===== src/rtl/token_sched_pkg.sv =====
// Shared defaults and the round-robin pointer helper for the token repeat scheduler.
package token_sched_pkg;

   localparam int N_REQ_DEF       = 4;
   localparam int REPEAT_DEF      = 2;
   localparam int MAX_PENDING_DEF = 200;
   localparam int CNT_W_DEF       = 8;

   // Next round-robin search position after idx, wrapping modulo n.
   function automatic int rr_next(input int idx, input int n);
      return (idx + 1 >= n) ? 0 : idx + 1;
   endfunction

endpackage


===== src/rtl/rr_arbiter.sv =====
// Combinational round-robin arbiter: grants the first request after last_grant_i.
module rr_arbiter
   import token_sched_pkg::*;
#(
   parameter int N_REQ = N_REQ_DEF,
   parameter int IDX_W = $clog2(N_REQ)
) (
   input  logic [N_REQ-1:0] req_i,
   input  logic [IDX_W-1:0] last_grant_i,
   input  logic             enable_i,
   output logic             grant_valid_o,
   output logic [IDX_W-1:0] grant_idx_o
);

   logic [IDX_W-1:0] scan_idx;

   // Walk the requesters starting one past the last winner; the first hit wins.
   always_comb begin
      // NOTE: every variable written here gets a default first so no latch is inferred.
      grant_valid_o = 1'b0;
      grant_idx_o   = '0;
      scan_idx      = last_grant_i;
      for (int k = 0; k < N_REQ; k++) begin
         scan_idx = IDX_W'(rr_next(int'(scan_idx), N_REQ));
         if (enable_i && !grant_valid_o && req_i[scan_idx]) begin
            grant_valid_o = 1'b1;
            grant_idx_o   = scan_idx;
         end
      end
   end

endmodule


===== src/rtl/token_repeat_scheduler.sv =====
// Shares one serial token output among N_REQ inputs; each accepted token is
// repeated REPEAT times, scheduled round-robin, with sticky per-input overflow.
module token_repeat_scheduler
   import token_sched_pkg::*;
#(
   parameter int N_REQ       = N_REQ_DEF,
   parameter int REPEAT      = REPEAT_DEF,
   parameter int MAX_PENDING = MAX_PENDING_DEF,
   parameter int CNT_W       = CNT_W_DEF,
   parameter int IDX_W       = $clog2(N_REQ)
) (
   input  logic             clk,
   input  logic             rst,
   input  logic [N_REQ-1:0] a,
   input  logic             out_ready,
   output logic             b,
   output logic [IDX_W-1:0] b_src,
   output logic [N_REQ-1:0] overflow,
   output logic             busy
);

   localparam logic [CNT_W-1:0] REPEAT_C   = CNT_W'(REPEAT);
   localparam logic [CNT_W-1:0] MAX_C      = CNT_W'(MAX_PENDING);
   localparam logic [CNT_W-1:0] ONE_C      = CNT_W'(1);
   localparam logic [IDX_W-1:0] LAST_RST_C = IDX_W'(N_REQ - 1);

   logic [CNT_W-1:0] pending_q [N_REQ];
   logic [CNT_W-1:0] pending_d [N_REQ];
   logic [N_REQ-1:0] overflow_q, overflow_d;
   logic [IDX_W-1:0] last_grant_q, last_grant_d;
   logic             b_q, b_d;
   logic [IDX_W-1:0] b_src_q, b_src_d;
   logic [N_REQ-1:0] req;
   logic             grant_valid;
   logic [IDX_W-1:0] grant_idx;

   // Eligibility and busy come from registered counters only, never from this cycle's inputs.
   always_comb begin
      req  = '0;
      busy = 1'b0;
      for (int i = 0; i < N_REQ; i++) begin
         req[i] = (pending_q[i] != '0) && !overflow_q[i];
         busy   = busy | (pending_q[i] != '0);
      end
   end

   rr_arbiter #(
      .N_REQ (N_REQ),
      .IDX_W (IDX_W)
   ) u_arb (
      .req_i         (req),
      .last_grant_i  (last_grant_q),
      .enable_i      (out_ready),
      .grant_valid_o (grant_valid),
      .grant_idx_o   (grant_idx)
   );

   // Next state: accept input tokens, trip overflow, apply the grant decrement, load outputs.
   always_comb begin
      overflow_d = overflow_q;
      for (int i = 0; i < N_REQ; i++) begin
         pending_d[i] = pending_q[i];
         if (a[i] && !overflow_q[i]) begin
            // Compare against the pre-grant backlog; no wrap since pending <= MAX_PENDING.
            if (pending_q[i] + REPEAT_C > MAX_C) begin
               overflow_d[i] = 1'b1;
               pending_d[i]  = '0;
            end else begin
               pending_d[i]  = pending_q[i] + REPEAT_C;
            end
         end
         // A tripping requester loses its backlog, including this cycle's grant.
         if (grant_valid && (grant_idx == IDX_W'(i)) && !overflow_d[i]) begin
            pending_d[i] = pending_d[i] - ONE_C;
         end
      end
      b_d          = grant_valid;
      b_src_d      = grant_valid ? grant_idx : '0;
      last_grant_d = grant_valid ? grant_idx : last_grant_q;
   end

   // Register update; synchronous reset overrides everything and drops all backlog.
   always_ff @(posedge clk) begin
      // NOTE: non-blocking assignments so every register samples values from before the edge.
      if (rst) begin
         // NOTE: the pending array is ordinary flops, not a RAM, so reset clears it in one cycle.
         for (int i = 0; i < N_REQ; i++) pending_q[i] <= '0;
         overflow_q   <= '0;
         last_grant_q <= LAST_RST_C;
         b_q          <= 1'b0;
         b_src_q      <= '0;
      end else begin
         for (int i = 0; i < N_REQ; i++) pending_q[i] <= pending_d[i];
         overflow_q   <= overflow_d;
         last_grant_q <= last_grant_d;
         b_q          <= b_d;
         b_src_q      <= b_src_d;
      end
   end

   assign b        = b_q;
   assign b_src    = b_src_q;
   assign overflow = overflow_q;

endmodule


===== config.mk =====
export PLATFORM = sky130hd
export DESIGN_NAME = token_repeat_scheduler
export DESIGN_NICKNAME = d
export VERILOG_FILES = /design/src/rtl/token_sched_pkg.sv /design/src/rtl/rr_arbiter.sv /design/src/rtl/token_repeat_scheduler.sv
export SDC_FILE = /design/constraint.sdc
export NUM_CORES = 1
export LEC_CHECK = 0
export BUFFER_PORTS_ARGS = -buffer_cell sky130_fd_sc_hd__buf_2
export CORE_UTILIZATION = 40
export CTS_CLUSTER_DIAMETER = 60
export DETAILED_ROUTE_END_ITERATION = 8
export RECOVER_POWER = 25
export SLEW_MARGIN = 0
export SYNTH_ARGS = -nofsm -noshare
export SYNTH_HDL_FRONTEND = slang
export SYNTH_SLANG_ARGS = --single-unit

===== constraint.sdc =====
create_clock -name clk -period 8.28 [get_ports clk]
set_clock_uncertainty 0.1 [all_clocks]
set_input_delay 1.656 -clock clk [delete_from_list [all_inputs] [get_ports clk]]
set_output_delay 1.656 -clock clk [all_outputs]
set_load 0.02 [all_outputs]

==> results of run 1 <==
==> how the worst min path moves through the flow <==
stage                                   end                          from  cells past startpoint  slack, ps
6_report       last_grant_q[1]$_SDFFE_PP1N_  last_grant_q[1]$_SDFFE_PP1N_                      2        390
5_1_grt        last_grant_q[1]$_SDFFE_PP1N_  last_grant_q[1]$_SDFFE_PP1N_                      2        430
4_1_cts        last_grant_q[1]$_SDFFE_PP1N_  last_grant_q[1]$_SDFFE_PP1N_                      2        400
3_5_place_dp   last_grant_q[1]$_SDFFE_PP1N_  last_grant_q[1]$_SDFFE_PP1N_                      2        370
3_3_place_gp   last_grant_q[1]$_SDFFE_PP1N_  last_grant_q[1]$_SDFFE_PP1N_                      2        360
2_1_floorplan  last_grant_q[1]$_SDFFE_PP1N_  last_grant_q[1]$_SDFFE_PP1N_                      2        340
==> through the flow <==
step / util / instance area (um2) / hold WS, ps / setup slack (ps)
4_1_cts: 0.431 / 4220 / 397 / 4370
3_5_place_dp: 0.418 / 4080 / 375 / 4340
2_1_floorplan: - / 4050 / 341 / 4710
6_report: 0.429 / 4190 / 389 / 4160
5_1_grt: 0.429 / 4190 / 426 / 3840
3_3_place_gp: 0.418 / 4080 / 363 / 4400
==> report_power, final <==
group          leakage, nW  internal [W]  switching, W
sequential           0.335      0.000258      0.000129
combinational         1.09      0.000456      0.000655
clock               0.0681      0.000120     0.0000714
==> layer usage <==
| metal | vias up | part of all wire | wire length (um) |
|---|---|---|---|
| li1 | 1964 | - | - |
| met1 | 1827 | 0.48 | 4670 |
| met2 | 125 | 0.46 | 4470 |
| met3 | 13 | 0.046 | 445 |
| met4 | 0 | 0.011 | 103 |
| met5 | - | 0 | 0 |
==> worst reg2reg max path: stages (launching register included) <==
cell and delay, ps:
dfxtp_1 550, ha_1 390, nand3_1 120, or4b_1 550
a211oi_1 860, nor3_1 90, a21oi_1 250, ha_1 230
inv_1 60, or3b_1 380, or3_1 350, a21oi_1 140
==> logic make-up (layout without fill, tap and decap cells) <==
group / Yosys count / in the layout
buffers and inverters: 50 / 36
and+or+nand+nor: 250 / 250
AOI/OAI and AO/OA: 154 / 154
xor gates and xnor gates: 17 / 17
muxes: 10 / 10
DFF: 41 / 41
adders and majority gates: 9 / 9
==> sequential cells by signal (all words and copies together) (netlist names) <==
| register | cells |
|---|---|
| b | 1 |
| b_src | 2 |
| last_grant_q | 2 |
| overflow | 4 |
| pending_q | 32 |
==> final cells by class <==
type	count	area (um2)
multi-input cells	440	2960
clock buffers	5	68.8
repair buffers	14	60.1
flip-flops and latches	41	821
clock inverters	3	65.1
well taps	133	166
fillers	1025	5580
inverters	14	52.6
==> cells in the final DEF, fill, tap and decap left out, types with 7 or more instances in the layout <==
master and instances:
nand2_1 51, a31oi_1 8, dfxtp_1 41, a21oi_1 42
o31ai_1 7, inv_1 14, nor3_1 23, clkbuf_1 8
nor4_1 7, nor2b_1 7, xnor2_1 12, o21ai_0 17
a21o_1 9, nor2_1 57, nand2b_1 13, ha_1 9
nand3_1 30
==> run_results.csv, run 1 <==
group,metric,value,unit
clock_network,cts_buffers,5,
placement,portBuffers,14,
critical_path,slowest_stage,"a211oi_1",
logic_synthesis,syn_nets,547,
clock_network,cts-root-buf,"clkbuf_8",
power_and_ir_drop,fin_total_pwr,0.00169,W
logic_synthesis,synthTopCellsByArea,"dfxtp_1 (20%), nor2_1 (5.3%), a21oi_1 (5.2%)",
detailed_routing,wirelength,9.69,mm
placement,gp_congestion,0.934,
logic_synthesis,ys_seq_area_frac,0.203,
critical_path,path_delay_family,"simple AND/OR/NAND/NOR gates",
floorplanning,dieArea,10500,um2
logic_synthesis,yosys.area.top_type,"dfxtp_1",
power_and_ir_drop,p_leak,1.49,nW
timing,fmax,243,MHz
detailed_routing,via_count,3929,
logic_synthesis,synth-simple-area-share,0.353,
critical_path,end_kind,"register",
floorplanning,die_h,103,um
logic_synthesis,yosys.area.top_type_share,0.203,
critical_path,worst-path-stages,11,
global_route,antenna_found_initial,0,
layout,diodes,0,
detailed_routing,post_drt_wl_per_cell,14.9,um
logic_synthesis,synth_edf_count,0,
placement,dp.final_hpwl,7.32,mm
critical_path,crit_chain,"ha_1 -> nand3_1 -> or4b_1 -> a211oi_1 -> nor3_1 -> a21oi_1 -> ha_1 -> inv_1 -> or3b_1 -> or3_1 -> a21oi_1",
logic_synthesis,muxShareOfSynthArea,0.0303,
critical_path,critPathMaxStageDelay,860,ps
power_and_ir_drop,ir_drop,0.157,mV
critical_path,worst-r2r-cell-count,11,
critical_path,path_buf_inv,1,
logic_synthesis,ys_types,89,
logic_synthesis,ys_warn_count,0,
global_route,grt_max_degree,40,
layout,stdcell_count,650,
global_route,grt_util_all_layers,0.192,
logic_synthesis,synth_seq_cells,41,
global_route,grt_pass1_wl,16.3,mm
critical_path,critPathMaxFanout,10,
logic_synthesis,synth_most_common_cell,"nor2_1",
clock_network,htreeDepth,2,
global_route,use_met2,0.302,
timing,period_needed,4120,ps
timing,setup_viol,0,
layout,drive_gt1_frac,0.104,
critical_path,reg2reg_slack,4160,ps
logic_synthesis,syn_area,4050,um2
floorplanning,num_rows,36,
timing,hold_violations,0,
critical_path,r2r-end,"pending_q[0][4]$_SDFF_PP0_",
critical_path,cp-startpoint,"pending_q[0][1]$_SDFF_PP0_",
clock_network,cts_setup_buffers,0,
timing,relSlewSlack,0.306,
clock_network,clkTransAtPathRegs,80,ps
layout,final_nets,532,
floorplanning,start_util,0.414,
clock_network,cts_tree,"built",
logic_synthesis,synth_commonest_cells,"nor2_1 (57), nand2_1 (51), a21oi_1 (42), dfxtp_1 (41), nand3_1 (30)",
detailed_routing,ant_nets,0,
floorplanning,pin_count,15,
global_route,grt_pass1_vias,3460,
layout,area_growth,3.49,%
critical_path,required,8400,ps
logic_synthesis,synthAdderAreaFrac,0.0278,
floorplanning,core,9770,um2
timing,worst_pin_slew,1030,ps
run_status,status,"complete, no violations",
clock_network,clockBufferDepth,2,
clock_network,clock_sinks,41,
critical_path,cp-endpoint,"pending_q[0][4]$_SDFF_PP0_",
logic_synthesis,synthFlopType,"dfxtp_1",
power_and_ir_drop,p_per_area,403,nW/um2
detailed_routing,drc,0,
critical_path,r2r_start,"pending_q[0][1]$_SDFF_PP0_",
placement,dp.cells,642,
global_route,busiest_layer,"met2",
timing,setup-tns-final,0,ps
logic_synthesis,synth-xor-area-share,0.0368,
logic_synthesis,async_flop_share,0,
logic_synthesis,synth_area_per_cell,7.63,um2
hold_path,hold_class,"register to register",
detailed_routing,initialDrtViolationCount,229,
critical_path,start_kind,"register",
logic_synthesis,synthCells,531,
clock_network,ctsResizeCount,0,
timing,slew_violations,0,
clock_network,cts_hold_buf,0,
logic_synthesis,synth_compound_area_frac,0.286,
timing,rsz0062_at_grt,"false",
detailed_routing,first_pass_iters,5,
global_route,grt-ovfl-total,0,
global_route,met3_usage,0.0237,
critical_path,crit_type,"register to register",
timing,fin_crit_sh,0.498,
detailed_routing,vias_per_cell,6.04,
global_route,grt_util_met1,0.273,
run,max-cap-violations,0,
critical_path,cp.arrival,4240,ps
clock_network,insertion_delay,290,ps
floorplanning,die_width,103,um
logic_synthesis,synth_top_family_by_area,"simple AND/OR/NAND/NOR gates",
Power figures use the tool's default switching activity.
==> inputs of run 2 (changes only) <==
--- a/config.mk
+++ b/config.mk
@@ -5,6 +5,7 @@
 export SDC_FILE = /design/constraint.sdc
 export NUM_CORES = 1
 export LEC_CHECK = 0
+export ABC_AREA = 1
 export BUFFER_PORTS_ARGS = -buffer_cell sky130_fd_sc_hd__buf_2
 export CORE_UTILIZATION = 40
 export CTS_CLUSTER_DIAMETER = 60
==> constraint.sdc (replaced) <==
create_clock -name clk -period 3.7 [get_ports clk]
set_clock_uncertainty 0.1 [all_clocks]
set_input_delay 0.74 -clock clk [delete_from_list [all_inputs] [get_ports clk]]
set_output_delay 0.74 -clock clk [all_outputs]
set_load 0.02 [all_outputs]
==> run 2 against run 1 <==
  * Synthesized cell count up 15%
  * Die area fell by 12%
  * Clock power up 99%
  * Count of clock-buffer cells in the layout rose by 2
==> run_results.csv, run 2 <==
group,metric,value,unit
timing,relSlewSlack,0.590,
logic_synthesis,yosys.area.top_type_share,0.231,
detailed_routing,ant_nets,0,
global_route,grt_pass1_wl,14.3,mm
layout,largest_register_ffs,32,
timing,fin_ws,845,ps
power_and_ir_drop,ir_drop,0.432,mV
timing,fin_crit_sh,0.772,
critical_path,crit_top_cell,"nand2_1",
logic_synthesis,synth_seq_cells,41,
critical_path,slowest_stage,"dfxtp_1",
floorplanning,num_rows,34,
placement,placed_area,3730,um2
clock_network,clkTransAtPathRegs,80,ps
critical_path,reg2reg_slack,850,ps
layout,final_nets,643,
floorplanning,start_util,0.410,
layout,drive_gt1_frac,0.0748,
timing,period_needed,2850,ps
timing,hold_violations,0,
detailed_routing,drc,0,
clock_network,insertion_delay,290,ps
critical_path,crit_type,"register to register",
detailed_routing,wirelength,8.44,mm
clock_network,clockBufferDepth,2,
global_route,grt_pass1_vias,3263,
clock_network,cts_setup_buffers,0,
hold_path,hold_class,"register to register",
logic_synthesis,syn_nets,627,
logic_synthesis,synth_area_per_cell,5.82,um2
logic_synthesis,ys_warn_count,0,
layout,final_cell_mix,"nand2_1 (168), nor2_1 (99), inv_1 (88), nand3_1 (55), a21oi_1 (43)",
placement,gp_congestion,0.905,
detailed_routing,post_drt_wl_per_cell,11.5,um
critical_path,cp.arrival,2910,ps
floorplanning,die_width,96.3,um
run_status,status,"complete, no violations",
timing,setup-tns-final,0,ps
global_route,antenna_found_initial,0,
layout,design_area,3800,um2
detailed_routing,initialDrtViolationCount,185,
critical_path,r2r-end,"pending_q[0][7]$_SDFF_PP0_",
global_route,grt_max_degree,29,
logic_synthesis,syn_area,3560,um2
logic_synthesis,synth_edf_count,0,
layout,layout_commonest_cell,"nand2_1",
floorplanning,pin_count,15,
logic_synthesis,ys_types,35,
critical_path,end_kind,"register",
clock_network,cts_hold_buf,0,
layout,area_growth,6.82,%
timing,fmax,350,MHz
critical_path,r2r_start,"last_grant_q[0]$_SDFFE_PP1N_",
logic_synthesis,synth_most_common_cell,"nand2_1",
critical_path,crit_chain,"ha_1 -> inv_1 -> xor2_1 -> inv_2 -> nand3_2 -> nand2_1 -> nand4_2 -> nor2_1 -> nor2_2 -> nand2_4 -> nor2_4 -> nand2_1 -> nand2_1 -> a21oi_1",
clock_network,ctsResizeCount,0,
placement,portBuffers,14,
run,max-cap-violations,0,
critical_path,critPathMaxFanout,12,
layout,diodes,0,
layout,nFillCells,939,
hold_path,min_from,"last_grant_q[1]$_SDFFE_PP1N_",
logic_synthesis,synthTopCellsByArea,"dfxtp_1 (23%), nand2_1 (18%), nor2_1 (10%)",
timing,setup_viol,0,
detailed_routing,first_pass_iters,5,
floorplanning,dieArea,9270,um2
power_and_ir_drop,p_per_area,991,nW/um2
placement,dp.final_hpwl,6.55,mm
layout,stdcell_count,736,
logic_synthesis,synth_commonest_cells,"nand2_1 (168), nor2_1 (99), inv_1 (88), nand3_1 (51), a21oi_1 (43)",
logic_synthesis,yosys.area.top_type,"dfxtp_1",
detailed_routing,vias_per_cell,4.96,
global_route,grt-ovfl-total,0,
hold_path,hold_depth,2,
critical_path,start_kind,"register",
clock_network,htreeDepth,2,
critical_path,critPathMaxStageDelay,470,ps
logic_synthesis,ys_seq_area_frac,0.231,
layout,top_register,"pending_q",
floorplanning,die_h,96.3,um
logic_synthesis,synthFlopType,"dfxtp_1",
timing,rsz0062_at_grt,"false",
timing,worst_pin_slew,615,ps
logic_synthesis,async_flop_share,0,
clock_network,cts_tree,"built",
floorplanning,core,8680,um2
power_and_ir_drop,p_leak,1.93,nW
layout,fin_util,0.438,
hold_path,holdPathEnd,"last_grant_q[1]$_SDFFE_PP1N_",
clock_network,cts_buffers,5,
clock_network,clock_sinks,41,
critical_path,worst-r2r-cell-count,14,
global_route,grt_util_all_layers,0.196,
logic_synthesis,synthCells,611,
placement,place_ws,980,ps
timing,slew_violations,0,
critical_path,required,3760,ps
placement,dp.cells,728,
clock_network,cts-root-buf,"clkbuf_8",
detailed_routing,via_count,3653,
==> run 2: cell types whose count changed after synthesis, sizes merged, moves of 7 or more <==
cell and change:
nor3 -22, and3 -7, clkbuf -14, a21o -9, nor4 -16, xor2 +14
xnor2 -12, nor2b -7, nand2 +121, inv +83, nand3 +29, nand2b -13
nor2 +50, buf -17
==> run 2: metrics by stage <==
| stage | hold slack (ps) | power, W |
|---|---|---|
| 6_report | 389 | 0.00376 |
| 5_1_grt | 434 | 0.00420 |
| 4_1_cts | 392 | 0.00381 |
| 3_5_place_dp | 371 | 0.00341 |
| 3_3_place_gp | 363 | 0.00339 |
| 2_1_floorplan | 346 | 0.00295 |
==> run 2: routing by layer <==
layer	routed length (um)	track usage
met1	4240	0.260
met2	3850	0.336
met3	260	0.0213
met4	92	0.0551
met5	0	0
==> run 2: power by group <==
part | total, W | switching, W | internal (W)
registers | 0.000712 | 0.000127 | 0.000585
logic | 0.00267 | 0.00180 | 0.000873
clock network | 0.000380 | 0.000160 | 0.000220
total | 0.00376 | 0.00209 | 0.00168
==> run 2: cells by family (layout without fill, tap and decap cells) <==
| family | after synthesis | count (layout) | synth area share |
|---|---|---|---|
| simple gates | 362 | 362 | 0.459 |
| xor+xnor | 19 | 19 | 0.0510 |
| compound gates | 72 | 72 | 0.111 |
| buf+inv | 108 | 125 | 0.117 |
| fa+ha+maj | 9 | 9 | 0.0317 |
| flops | 41 | 41 | 0.231 |
==> run 2: worst max-delay path by stage <==
stage / start / end / slack, ps
final: last_grant_q[0]$_SDFFE_PP1N_ / pending_q[0][7]$_SDFF_PP0_ / 850
after global routing: pending_q[2][1]$_SDFF_PP0_ / pending_q[2][6]$_SDFF_PP0_ / 460
after CTS: last_grant_q[0]$_SDFFE_PP1N_ / pending_q[0][1]$_SDFF_PP0_ / 950
after detailed placement: last_grant_q[0]$_SDFFE_PP1N_ / pending_q[0][7]$_SDFF_PP0_ / 980
after global placement: last_grant_q[0]$_SDFFE_PP1N_ / pending_q[0][1]$_SDFF_PP0_ / 940
after floorplan: pending_q[2][1]$_SDFF_PP0_ / pending_q[2][6]$_SDFF_PP0_ / 1380
==> run 2: final cells by class <==
| type | instances | area, um2 | share of cell area |
|---|---|---|---|
| sequential | 41 | 821 | 0.216 |
| multi-input combinational | 462 | 2280 | 0.599 |
| clock inverter | 1 | 30.0 | 0.00790 |
| clock buffer | 7 | 86.3 | 0.0227 |
| tap | 108 | 135 | 0.0356 |
| inverter | 103 | 389 | 0.102 |
| timing repair buffer | 14 | 61.3 | 0.0161 |
==> run 2: critical path: cells and delay by family, from the launching register on <==
| kind | cells | cell delay, ps |
|---|---|---|
| and+or+nand+nor | 9 | 1170 |
| DFF | 1 | 470 |
| adders and majority gates | 1 | 340 |
| xor gates and xnor gates | 1 | 320 |
| buffers and inverters | 2 | 240 |
| AOI/OAI and AO/OA | 1 | 60 |
==> inputs of run 3 (changes only) <==
--- a/config.mk
+++ b/config.mk
@@ -5,7 +5,7 @@
 export SDC_FILE = /design/constraint.sdc
 export NUM_CORES = 1
 export LEC_CHECK = 0
-export ABC_AREA = 1
+export ABC_AREA = 0
 export BUFFER_PORTS_ARGS = -buffer_cell sky130_fd_sc_hd__buf_2
 export CORE_UTILIZATION = 40
 export CTS_CLUSTER_DIAMETER = 60
==> constraint.sdc (replaced) <==
create_clock -name clk -period 2.6 [get_ports clk]
set_clock_uncertainty 0.1 [all_clocks]
set_input_delay 0.52 -clock clk [delete_from_list [all_inputs] [get_ports clk]]
set_output_delay 0.52 -clock clk [all_outputs]
set_load 0.02 [all_outputs]
==> run 3 against run 2 <==
  * The run now ends with setup timing left
  * Sequential share of layout area is 8.1 points lower
  * Sequential power is 46% higher
  * Via count is 28% higher
  * Worst setup slack worse by 1200 ps
  * Cell count is 12% higher
  * Die area is 14% higher
  * Register-to-register slack worse by 1200 ps
  * Non-clock buffer count is 176 higher
  * Hold slack worse by 32 ps
  * Combinational power grew to 2.6 times the previous value
  * Critical endpoint is now pending_q[3][7]$_SDFF_PP0_
  * Largest cell class unchanged
  * Largest power group unchanged
==> run_results.csv, run 3 (synthesis gave the netlist of run 1 again) <==
group,metric,value,unit
timing,holdWs,356,ps
timing,rsz0062_at_grt,"true",
global_route,grt_pass1_vias,4447,
clock_network,cts_hold_buf,0,
hold_path,hold_depth,2,
run,max-cap-violations,0,
timing,relSlewSlack,0.644,
floorplanning,pin_count,15,
timing,worst_pin_slew,530,ps
critical_path,r2r_start,"pending_q[3][2]$_SDFF_PP0_",
hold_path,hold_class,"primary input to register",
timing,fin_ws,-332,ps
critical_path,worst-r2r-cell-count,11,
detailed_routing,ant_nets,0,
placement,dp.cells,790,
power_and_ir_drop,p_sw,0.00379,W
run_status,status,"finished with violations",
power_and_ir_drop,power.internal,0.00479,W
timing,slew_violations,0,
power_and_ir_drop,p_seq_frac,0.121,
timing,fin_crit_sh,1.13,
global_route,antenna_found_initial,0,
clock_network,clockBufferDepth,2,
timing,hold_violations,0,
floorplanning,core,9770,um2
power_and_ir_drop,combPwrFrac,0.806,
detailed_routing,initialDrtViolationCount,222,
critical_path,r2r-end,"pending_q[3][7]$_SDFF_PP0_",
global_route,grt-ovfl-total,0,
floorplanning,die_h,103,um
detailed_routing,first_pass_iters,5,
critical_path,reg2reg_slack,-330,ps
layout,nFillCells,811,
clock_network,cts_tree,"built",
detailed_routing,post_drt_wl_per_cell,15.8,um
power_and_ir_drop,p_leak,2.51,nW
hold_path,min_from,"rst",
placement,gp_congestion,0.915,
floorplanning,dieArea,10500,um2
floorplanning,die_width,103,um
critical_path,critPathMaxFanout,4,
layout,final_nets,709,
floorplanning,num_rows,36,
layout,largest_register_ffs,32,
global_route,grt_max_degree,35,
timing,setup_viol,33,
critical_path,crit_type,"register to register",
detailed_routing,drc,0,
layout,area_growth,54.0,%
power_and_ir_drop,ir_drop,0.903,mV
layout,top_register,"pending_q",
critical_path,start_kind,"register",
clock_network,cts-root-buf,"clkbuf_8",
clock_network,clkTransAtPathRegs,80,ps
global_route,grt_pass1_wl,21.1,mm
critical_path,cp.arrival,3030,ps
critical_path,required,2700,ps
layout,final_cell_mix,"buf_4 (150), nor2_1 (53), nand2_1 (47), a21oi_1 (35), dfxtp_1 (32)",
detailed_routing,via_count,4690,
global_route,grt_util_all_layers,0.252,
placement,portBuffers,14,
detailed_routing,vias_per_cell,5.67,
power_and_ir_drop,clkPwrFrac,0.072,
timing,setup-tns-final,-7810,ps
critical_path,end_kind,"register",
floorplanning,start_util,0.414,
layout,drive_gt1_frac,0.464,
clock_network,clock_sinks,41,
clock_network,htreeDepth,2,
timing,period_needed,2930,ps
layout,diodes,0,
power_and_ir_drop,p_per_area,1380,nW/um2
layout,fin_util,0.638,
power_and_ir_drop,switching_share,0.442,
clock_network,insertion_delay,300,ps
run_status,violations,"setup timing",
layout,stdcell_count,827,
clock_network,cts_buffers,5,
hold_path,holdPathEnd,"pending_q[1][0]$_SDFF_PP0_",
layout,layout_commonest_cell,"buf_4",
timing,fmax,341,MHz
placement,place_ws,-432,ps
detailed_routing,wirelength,13.1,mm
placement,dp.final_hpwl,9.49,mm
## run 3: layout make-up
class	instances	area [um2]	share of cell area
inverter	14	52.6	0.00842
clock inverter	3	65.1	0.0104
tap	133	166	0.0267
timing repair buffer	190	1530	0.244
multi-input combinational	441	3520	0.564
clock buffer	5	68.8	0.0110
sequential	41	840	0.135
## run 3: worst max path at each step
stage          cells after the start                        from                    endpoint  slack, ps
2_1_floorplan                     12  pending_q[0][2]$_SDFF_PP0_  pending_q[0][4]$_SDFF_PP0_       -360
3_3_place_gp                      14  pending_q[3][1]$_SDFF_PP0_  pending_q[3][6]$_SDFF_PP0_       -350
3_5_place_dp                      14  pending_q[3][1]$_SDFF_PP0_  pending_q[3][6]$_SDFF_PP0_       -430
4_1_cts                           14  pending_q[3][1]$_SDFF_PP0_  pending_q[3][2]$_SDFF_PP0_       -310
5_1_grt                           14  pending_q[3][2]$_SDFF_PP0_  pending_q[3][6]$_SDFF_PP0_       -470
6_report                          11  pending_q[3][2]$_SDFF_PP0_  pending_q[3][7]$_SDFF_PP0_       -330
## run 3: layer usage
metal  part of all wire  track usage
met5                  0            0
met4              0.017       0.0714
met3              0.032       0.0292
met2               0.50        0.445
met1               0.45        0.324
## run 3: what timing repair did
item,4_1_cts,5_1_grt
endpoints found under the setup margin,33,33
buffers inserted,16,15
resized for setup,66,32
gates cloned,1,0
pin swaps,36,38
## run 3: worst max-delay path, cell delays in order (launching register included)
cell,delay [ps]
dfxtp_4,370
ha_4,240
or3b_4,410
buf_4,150
nor4_2,270
nor3_4,100
buf_4,160
a31oi_2,140
o21ai_2,120
a211oi_2,180
and4b_1,270
mux2_4,310
## run 3: power by group through the flow
stage	Combinational (W)	Clock (W)	Sequential (W)
after floorplan	0.00354	0	0.00103
after global placement	0.00525	0	0.00104
after detailed placement	0.00536	0	0.00104
after CTS	0.00622	0.000635	0.00104
after global routing	0.00745	0.000657	0.00106
final	0.00692	0.000621	0.00104
## run 3: per-stage QoR
stage / area (um2) / total power (W)
6_report: 6240 / 0.00858
5_1_grt: 6240 / 0.00917
4_1_cts: 6000 / 0.00789
3_5_place_dp: 5420 / 0.00640
3_3_place_gp: 5420 / 0.00629
2_1_floorplan: 4280 / 0.00457
